## config.mk

```make
export PLATFORM = sky130hd
export DESIGN_NAME = instr_encoder_loader_flat
export DESIGN_NICKNAME = d
export VERILOG_FILES = /design/src/rtl/instr_encoder_loader_pkg.sv /design/src/rtl/instr_encoder_loader_if.sv /design/src/rtl/instr_encoder_loader_encoder.sv /design/src/rtl/instr_encoder_loader.sv /design/src/flat_wrapper.sv
export SDC_FILE = /design/constraint.sdc
export NUM_CORES = 1
export LEC_CHECK = 0
export ABC_AREA = 1
export ABC_CLOCK_PERIOD_IN_PS = 1350
export BUFFER_PORTS_ARGS = -buffer_cell sky130_fd_sc_hd__buf_2
export CAP_MARGIN = 20
export CORE_ASPECT_RATIO = 1.2
export CORE_MARGIN = 8
export CORE_UTILIZATION = 40
export CTS_CLUSTER_SIZE = 8
export DETAILED_ROUTE_END_ITERATION = 10
export PLACE_DENSITY = 0.8
export SKIP_CTS_REPAIR_TIMING = 1
export SYNTH_ARGS = -nofsm -noshare
export SYNTH_HDL_FRONTEND = slang
export SYNTH_SLANG_ARGS = --single-unit
```

## constraint.sdc

```tcl
create_clock -name i_clk -period 1.35 [get_ports i_clk]
set_input_delay 0.135 -clock i_clk [delete_from_list [all_inputs] [get_ports i_clk]]
set_output_delay 0.135 -clock i_clk [all_outputs]
set_load 0.01 [all_outputs]
```

## src/rtl/instr_encoder_loader_pkg.sv

```systemverilog
// rtl/instr_encoder_loader_pkg.sv - shared RV32I opcode, ALU-op and loader descriptor types
`timescale 1ns/1ps
package instr_encoder_loader_pkg;

  typedef enum logic [6:0] {
    OP_LOAD   = 7'b0000011,
    OP_STORE  = 7'b0100011,
    OP_IMM    = 7'b0010011,
    OP_REG    = 7'b0110011,
    OP_BRANCH = 7'b1100011,
    OP_JAL    = 7'b1101111
  } ty_OPERAND;

  // bit 3 selects the alternate funct7 encoding, bits 2:0 are funct3
  typedef enum logic [3:0] {
    ALU_ADD = 4'b0000,
    ALU_SUB = 4'b1000,
    ALU_AND = 4'b0111,
    ALU_OR  = 4'b0110,
    ALU_XOR = 4'b0100
  } ty_ALU_OP;

  typedef enum logic [2:0] {
    CMD_LW    = 3'd0,
    CMD_SW    = 3'd1,
    CMD_R_ALU = 3'd2,
    CMD_I_ALU = 3'd3,
    CMD_BEQ   = 3'd4,
    CMD_JAL   = 3'd5
  } ty_CMD_KIND;

  typedef enum logic [1:0] {
    ERR_NONE     = 2'd0,
    ERR_RANGE    = 2'd1,
    ERR_ILLEGAL  = 2'd2,
    ERR_OVERFLOW = 2'd3
  } ty_ENC_ERR;

  typedef enum logic [1:0] {
    ST_IDLE,
    ST_LOAD,
    ST_DONE,
    ST_ERROR
  } ty_LDR_STATE;

  localparam logic [2:0] F3_LW  = 3'b010;
  localparam logic [2:0] F3_SW  = 3'b010;
  localparam logic [2:0] F3_BEQ = 3'b000;

  function automatic logic alu_op_defined(input logic [3:0] op);
    return (op == ALU_ADD) || (op == ALU_SUB) || (op == ALU_AND) ||
           (op == ALU_OR)  || (op == ALU_XOR);
  endfunction

endpackage

```

## src/rtl/instr_encoder_loader_if.sv

```systemverilog
// rtl/instr_encoder_loader_if.sv - descriptor stream and instruction-memory write port bundle
`timescale 1ns/1ps
interface instr_encoder_loader_if;
  logic        i_cmd_valid;
  logic        o_cmd_ready;
  logic [2:0]  i_cmd_kind;
  logic [3:0]  i_cmd_aluop;
  logic [4:0]  i_cmd_rd;
  logic [4:0]  i_cmd_rs1;
  logic [4:0]  i_cmd_rs2;
  logic [20:0] i_cmd_imm;
  logic        i_cmd_last;
  logic        o_imem_we;
  logic [31:0] o_imem_addr;
  logic [31:0] o_imem_wdata;

  modport master (
    output i_cmd_valid, i_cmd_kind, i_cmd_aluop, i_cmd_rd, i_cmd_rs1, i_cmd_rs2,
           i_cmd_imm, i_cmd_last,
    input  o_cmd_ready, o_imem_we, o_imem_addr, o_imem_wdata
  );

  modport slave (
    input  i_cmd_valid, i_cmd_kind, i_cmd_aluop, i_cmd_rd, i_cmd_rs1, i_cmd_rs2,
           i_cmd_imm, i_cmd_last,
    output o_cmd_ready, o_imem_we, o_imem_addr, o_imem_wdata
  );
endinterface

```

## src/rtl/instr_encoder_loader_encoder.sv

```systemverilog
// rtl/instr_encoder_loader_encoder.sv - combinational descriptor-to-RV32I encoder (INSTR_ENC_RANGE_CHECK_EN enables checks)
`timescale 1ns/1ps
module instr_word_encoder
  import instr_encoder_loader_pkg::*;
(
  input  logic [2:0]  i_kind,
  input  logic [3:0]  i_aluop,
  input  logic [4:0]  i_rd,
  input  logic [4:0]  i_rs1,
  input  logic [4:0]  i_rs2,
  input  logic [20:0] i_imm,
  output logic [31:0] o_word,
  output logic        o_range_err,
  output logic        o_illegal
);

  always_comb begin
    o_word = '0;
    case (i_kind)
      CMD_LW:    o_word = {i_imm[11:0], i_rs1, F3_LW, i_rd, OP_LOAD};
      CMD_SW:    o_word = {i_imm[11:5], i_rs2, i_rs1, F3_SW, i_imm[4:0], OP_STORE};
      CMD_R_ALU: o_word = {1'b0, i_aluop[3], 5'b0, i_rs2, i_rs1, i_aluop[2:0], i_rd, OP_REG};
      CMD_I_ALU: o_word = {i_imm[11:0], i_rs1, i_aluop[2:0], i_rd, OP_IMM};
      CMD_BEQ:   o_word = {i_imm[12], i_imm[10:5], i_rs2, i_rs1, F3_BEQ,
                           i_imm[4:1], i_imm[11], OP_BRANCH};
      CMD_JAL:   o_word = {i_imm[20], i_imm[10:1], i_imm[11], i_imm[19:12], i_rd, OP_JAL};
      default:   o_word = '0;
    endcase
  end

`ifdef INSTR_ENC_RANGE_CHECK_EN
  logic fits12;
  logic fits13;

  always_comb begin
    fits12      = (i_imm[20:11] == {10{i_imm[11]}});
    fits13      = (i_imm[20:12] == {9{i_imm[12]}});
    o_range_err = 1'b0;
    o_illegal   = 1'b0;
    case (i_kind)
      CMD_LW, CMD_SW: o_range_err = !fits12;
      CMD_R_ALU:      o_illegal   = !alu_op_defined(i_aluop);
      CMD_I_ALU: begin
        o_range_err = !fits12;
        o_illegal   = (i_aluop == ALU_SUB) || !alu_op_defined(i_aluop);
      end
      CMD_BEQ:        o_range_err = !fits13 || i_imm[0];
      CMD_JAL:        o_range_err = i_imm[0];
      default:        o_illegal   = 1'b1;
    endcase
  end
`else
  // without checking, bit 0 of the byte offset is simply dropped
  logic unused_imm0;
  assign unused_imm0 = i_imm[0];
  assign o_range_err = 1'b0;
  assign o_illegal   = 1'b0;
`endif

endmodule

```

## src/rtl/instr_encoder_loader.sv

```systemverilog
// rtl/instr_encoder_loader.sv - loads encoded RV32I words into instruction memory (INSTR_ENC_RANGE_CHECK_EN)
`timescale 1ns/1ps
module instr_encoder_loader
  import instr_encoder_loader_pkg::*;
#(
  parameter int          IMEM_DEPTH = 64,
  parameter logic [31:0] BASE_ADDR  = 32'h0
) (
  input  logic                  i_clk,
  input  logic                  i_rst_n,
  input  logic                  i_start,
  instr_encoder_loader_if.slave bus,
  output logic                  o_busy,
  output logic                  o_done,
  output logic                  o_error,
  output logic [1:0]            o_err_code
);

  localparam int IDX_W = $clog2(IMEM_DEPTH);
  localparam logic [IDX_W-1:0] LAST_IDX = IDX_W'(IMEM_DEPTH - 1);

  ty_LDR_STATE      state_q, state_d;
  logic [IDX_W-1:0] idx_q, idx_d;
  logic             we_q, we_d;
  logic [31:0]      addr_q, addr_d;
  logic [31:0]      wdata_q, wdata_d;
  logic             done_q, done_d;
  logic             error_q, error_d;
  ty_ENC_ERR        err_code_q, err_code_d;

  logic [31:0]      enc_word;
  logic             enc_range;
  logic             enc_illegal;
  ty_ENC_ERR        enc_err;

  instr_word_encoder u_enc (
    .i_kind      (bus.i_cmd_kind),
    .i_aluop     (bus.i_cmd_aluop),
    .i_rd        (bus.i_cmd_rd),
    .i_rs1       (bus.i_cmd_rs1),
    .i_rs2       (bus.i_cmd_rs2),
    .i_imm       (bus.i_cmd_imm),
    .o_word      (enc_word),
    .o_range_err (enc_range),
    .o_illegal   (enc_illegal)
  );

  assign enc_err = enc_illegal ? ERR_ILLEGAL : (enc_range ? ERR_RANGE : ERR_NONE);

  always_comb begin
    state_d    = state_q;
    idx_d      = idx_q;
    we_d       = 1'b0;
    addr_d     = addr_q;
    wdata_d    = wdata_q;
    done_d     = done_q;
    error_d    = error_q;
    err_code_d = err_code_q;
    if (i_start) begin
      state_d    = ST_LOAD;
      idx_d      = '0;
      done_d     = 1'b0;
      error_d    = 1'b0;
      err_code_d = ERR_NONE;
    end else begin
      case (state_q)
        ST_LOAD: begin
          if (bus.i_cmd_valid) begin
            if (enc_err != ERR_NONE) begin
              state_d    = ST_ERROR;
              error_d    = 1'b1;
              err_code_d = enc_err;
            end else begin
              we_d    = 1'b1;
              addr_d  = BASE_ADDR + {{(30-IDX_W){1'b0}}, idx_q, 2'b00};
              wdata_d = enc_word;
              idx_d   = idx_q + IDX_W'(1);
              if (bus.i_cmd_last) begin
                state_d = ST_DONE;
              end else if (idx_q == LAST_IDX) begin
                state_d = ST_ERROR;
              end
            end
          end
        end
        // status flags trail the final write by one cycle
        ST_DONE: done_d = 1'b1;
        ST_ERROR: begin
          if (!error_q) begin
            error_d    = 1'b1;
            err_code_d = ERR_OVERFLOW;
          end
        end
        default: ;
      endcase
    end
  end

  always_ff @(posedge i_clk or negedge i_rst_n) begin
    if (!i_rst_n) begin
      state_q    <= ST_IDLE;
      idx_q      <= '0;
      we_q       <= 1'b0;
      addr_q     <= BASE_ADDR;
      wdata_q    <= '0;
      done_q     <= 1'b0;
      error_q    <= 1'b0;
      err_code_q <= ERR_NONE;
    end else begin
      state_q    <= state_d;
      idx_q      <= idx_d;
      we_q       <= we_d;
      addr_q     <= addr_d;
      wdata_q    <= wdata_d;
      done_q     <= done_d;
      error_q    <= error_d;
      err_code_q <= err_code_d;
    end
  end

  assign bus.o_cmd_ready  = (state_q == ST_LOAD);
  assign bus.o_imem_we    = we_q;
  assign bus.o_imem_addr  = addr_q;
  assign bus.o_imem_wdata = wdata_q;
  assign o_busy           = (state_q == ST_LOAD);
  assign o_done           = done_q;
  assign o_error          = error_q;
  assign o_err_code       = err_code_q;

endmodule

```

## src/flat_wrapper.sv

```systemverilog
// flat-port wrapper written by rule: the top's interface ports become plain ports
module instr_encoder_loader_flat import instr_encoder_loader_pkg::*;
#(
  parameter int          IMEM_DEPTH = 64,
  parameter logic [31:0] BASE_ADDR  = 32'h0
)
  (i_clk, i_rst_n, i_start, o_busy, o_done, o_error, o_err_code, bus_i_cmd_valid, bus_i_cmd_kind, bus_i_cmd_aluop, bus_i_cmd_rd, bus_i_cmd_rs1, bus_i_cmd_rs2, bus_i_cmd_imm, bus_i_cmd_last, bus_o_cmd_ready, bus_o_imem_we, bus_o_imem_addr, bus_o_imem_wdata);
  instr_encoder_loader_if bus_i ();
  input  logic i_clk;
  input  logic i_rst_n;
  input  logic i_start;
  output logic o_busy;
  output logic o_done;
  output logic o_error;
  output logic [1:0] o_err_code;
  input wire logic [$bits(bus_i.i_cmd_valid)-1:0] bus_i_cmd_valid;
  input wire logic [$bits(bus_i.i_cmd_kind)-1:0] bus_i_cmd_kind;
  input wire logic [$bits(bus_i.i_cmd_aluop)-1:0] bus_i_cmd_aluop;
  input wire logic [$bits(bus_i.i_cmd_rd)-1:0] bus_i_cmd_rd;
  input wire logic [$bits(bus_i.i_cmd_rs1)-1:0] bus_i_cmd_rs1;
  input wire logic [$bits(bus_i.i_cmd_rs2)-1:0] bus_i_cmd_rs2;
  input wire logic [$bits(bus_i.i_cmd_imm)-1:0] bus_i_cmd_imm;
  input wire logic [$bits(bus_i.i_cmd_last)-1:0] bus_i_cmd_last;
  output wire logic [$bits(bus_i.o_cmd_ready)-1:0] bus_o_cmd_ready;
  output wire logic [$bits(bus_i.o_imem_we)-1:0] bus_o_imem_we;
  output wire logic [$bits(bus_i.o_imem_addr)-1:0] bus_o_imem_addr;
  output wire logic [$bits(bus_i.o_imem_wdata)-1:0] bus_o_imem_wdata;
  assign bus_i.i_cmd_valid = bus_i_cmd_valid;
  assign bus_i.i_cmd_kind = bus_i_cmd_kind;
  assign bus_i.i_cmd_aluop = bus_i_cmd_aluop;
  assign bus_i.i_cmd_rd = bus_i_cmd_rd;
  assign bus_i.i_cmd_rs1 = bus_i_cmd_rs1;
  assign bus_i.i_cmd_rs2 = bus_i_cmd_rs2;
  assign bus_i.i_cmd_imm = bus_i_cmd_imm;
  assign bus_i.i_cmd_last = bus_i_cmd_last;
  assign bus_o_cmd_ready = bus_i.o_cmd_ready;
  assign bus_o_imem_we = bus_i.o_imem_we;
  assign bus_o_imem_addr = bus_i.o_imem_addr;
  assign bus_o_imem_wdata = bus_i.o_imem_wdata;
  instr_encoder_loader #(.IMEM_DEPTH(IMEM_DEPTH), .BASE_ADDR(BASE_ADDR)) u_core (.i_clk(i_clk), .i_rst_n(i_rst_n), .i_start(i_start), .bus(bus_i), .o_busy(o_busy), .o_done(o_done), .o_error(o_error), .o_err_code(o_err_code));
endmodule
```

==> results.cfg <==
[run_status]
outcome = finished clean

[timing]
final_hold_viol_count = 0
slew_violations = 0
timing.fmax_ghz = 0.795
period_share = 0.931
finalClockSkew_ps = 10.0
setup_violations = 0
finalCriticalPeriod_ps = 1260
rsz0062_at_grt = false

[flow_run]
cap_violations = 0

[pwr]
intPower_mw = 2.88
swShare = 0.312
cellPowerDensity_nw_per_um2 = 1340
p_leak_nw = 1.84
p_total_mw = 4.18
clkPwrFrac = 0.286
power_frac_seq = 0.445
ir_drop_mv = 0.466
power.switching_mw = 1.30
power_frac_comb = 0.269

[setup_path]
worstSetupStartpointType = flip-flop
max_stage_delay_ps = 390
critPathMaxFanout = 5
cpMaxStageDelayCell = dfrtp_1
endpoint_kind = output pin
critical_path_class = flip-flop to output pin
r2r-start = u_core.state_q[1]$_DFFE_PN0P_
worstPathRequired_ps = 1220
reg2reg_depth = 6
cp_data_arrival_time_ps = 1120
rrSetupSlack_ps = 120
path_cells = buf_4 > nor2_2 > buf_2
r2r_end = u_core.bus.o_imem_wdata[13]$_DFFE_PN0P_

[grt]
grt_pass1_wl_um = 10700
gr-usage-met2 = 0.252
top_usage_layer = met2
grt_max_degree = 39
grt.total_usage = 0.143
grt_pass1_vias = 2313
use_met3 = 0.0419
grt-ovfl-total = 0
antenna_found_initial = 0
gr-usage-met1 = 0.163

[floorplanning]
fp.dieH_um = 104
die-width_um = 89.1
start_util = 0.405
rows = 32
dieArea_um2 = 9240
ioPinCount = 119
core_um2 = 6330

[synth]
synth_top_cells_by_count = 153 x nand2_1, 48 x dfrtp_1, 32 x buf_4
synth_cell_types = 26
synthCells = 334
postSynthAreaPerCell_um2 = 7.68
synth.most_common_cell = nand2_1
synth_top_area_share = 0.469
netlist_top_cells_area = dfrtp_1 47%, nand2_1 22%, buf_4 9.4%, o21ai_0 3.1%, inv_1 2.5%
synth_seq_area_share = 0.469
syn-cell-area_um2 = 2560
ys_ff_latch = 48
async_flop_share = 1.00
yosysTopAreaCell = dfrtp_1
synth_ff_type = dfrtp_1
ys_warn_count = 0
synth_edf_count = 0

[finish]
antenna_cells = 0
instances_no_fill = 510
seqCellArea_um2 = 1200
fillers = 649
nNetsFinal = 474
multiInputGateArea_um2 = 1080
area_delta_synth_final_pct = 22.3
drive_gt1_frac = 0.282

[drt]
wl_um = 6510
routedWlPerCell_um = 12.8
vias = 2281
viasPerCell = 4.47
drtAntennaViolNets = 0
drc = 0
drt-initial-drc-count = 112
dr.pass1.iters = 4

[min_path]
min_path_cells = 2
hold_end = u_core.o_done$_DFFE_PN0P_
min_path_type = input port to flip-flop
hold_start = i_start

[cts]
cts_sinks = 48
tritoncts = yes
cts_buffers = 5
clkLatencyLatePin_ps = 300
cts_htree_levels = 2
clkTransAtPathRegs_ps = 90
ctsLongestPathBuffers = 2
clock-root-buffer = clkbuf_8

[placement]
portBuffers = 92
numPlacedInstances = 502
gp_congestion = 0.848
hpwl_um = 5210
-- critical path: cells and delay by family, from the launching register on --
family	cells	cell delay, ps
buffers and inverters	2	300
flip-flops	1	390
AND/OR/NAND/NOR	1	130
-- area by class of cell --
class | instances | area share
timing repair buffer | 99 | 0.172
multi-input combinational | 251 | 0.346
clock inverter | 2 | 0.0192
sequential | 48 | 0.383
clock buffer | 5 | 0.0220
tap | 85 | 0.0339
inverter | 20 | 0.0240
-- registers in the layout, indices dropped and copies added, names as in the netlist --
| name | count |
|---|---|
| u_core.bus.o_imem_wdata | 30 |
| u_core.bus.o_imem_addr | 6 |
| u_core.idx_q | 6 |
| u_core.state_q | 2 |
| u_core.bus.o_imem_we | 1 |
| u_core.o_done | 1 |
| u_core.o_err_code | 1 |
| u_core.o_error | 1 |
-- power groups by stage --
| stage | Clock (mW) | Sequential (mW) | Combinational (mW) |
|---|---|---|---|
| after floorplan | 0 | 2.00 | 0.574 |
| after global placement | 0 | 1.89 | 1.10 |
| after detailed placement | 0 | 1.89 | 1.13 |
| after CTS | 1.23 | 1.87 | 1.13 |
| after global routing | 1.27 | 1.90 | 1.26 |
| final | 1.20 | 1.86 | 1.12 |
-- through the flow --
step | worst slack (ps) | instance area [um2] | hold WS (ps) | util | setup TNS, ps
finish | 92.6 | 3130 | 51.2 | 0.495 | 0
floorplan | 141 | 2660 | -161 | - | 0
detailed placement | 14.0 | 2970 | 37.4 | 0.470 | 0
global route | 4.00 | 3130 | 62.0 | 0.495 | 0
CTS | -3.71 | 3100 | -290 | 0.490 | -3.71
global placement | 73.6 | 2970 | 30.9 | 0.470 | 0
-- metal layers --
layer / part of all wire / routed length, um
met2: 0.51 / 3350
met5: 0 / 0
met1: 0.40 / 2620
met3: 0.071 / 462
met4: 0.012 / 79
-- cell usage in the layout (no fill, tap or decap) --
cell and n:
a21boi_1 1, o21ai_1 8, a21oi_1 7, nand4_1 4, dfrtp_1 48, a21o_1 1, xnor2_1 1, bufinv_16 2
conb_1 26, buf_2 92, ha_2 1, buf_8 1, inv_1 16, clkbuf_8 5, nand3_2 2, nand2_1 152
buf_4 3, dlygate4sd3_1 1, o21ai_2 1, nand3_1 10, buf_12 1, nor2_1 11, o211ai_1 1, o22ai_1 1
a31oi_1 1, buf_6 1, inv_2 4, o21ai_0 15, o21a_1 1, nor2_2 3, nor2_4 2, nand2_2 2
-- cell families after synthesis --
family	share of synthesized area
and+or+nand+nor	0.294
buffers and inverters	0.151
DFF	0.469
AOI/OAI and AO/OA	0.0771
xor gates and xnor gates	0.00342
adders and majority gates	0.00488
other	0.00146
-- worst max-delay path by stage --
stage                                        from                                       to  slack [ps]  cells after the start
floorplan           u_core.state_q[1]$_DFFE_PN0P_  u_core.bus.o_imem_wdata[10]$_DFFE_PN0P_         140                      8
global placement    u_core.state_q[1]$_DFFE_PN0P_   u_core.bus.o_imem_wdata[6]$_DFFE_PN0P_          70                      8
detailed placement    u_core.idx_q[0]$_DFFE_PN0P_            u_core.state_q[1]$_DFFE_PN0P_          10                      8
CTS                   u_core.idx_q[0]$_DFFE_PN0P_            u_core.state_q[1]$_DFFE_PN0P_          -4                      8
global route        u_core.state_q[1]$_DFFE_PN0P_              u_core.idx_q[1]$_DFFE_PN0P_           4                      8
finish              u_core.state_q[1]$_DFFE_PN0P_                          bus_o_cmd_ready          90                      3
No activity file was read; power rests on OpenSTA's default activity.
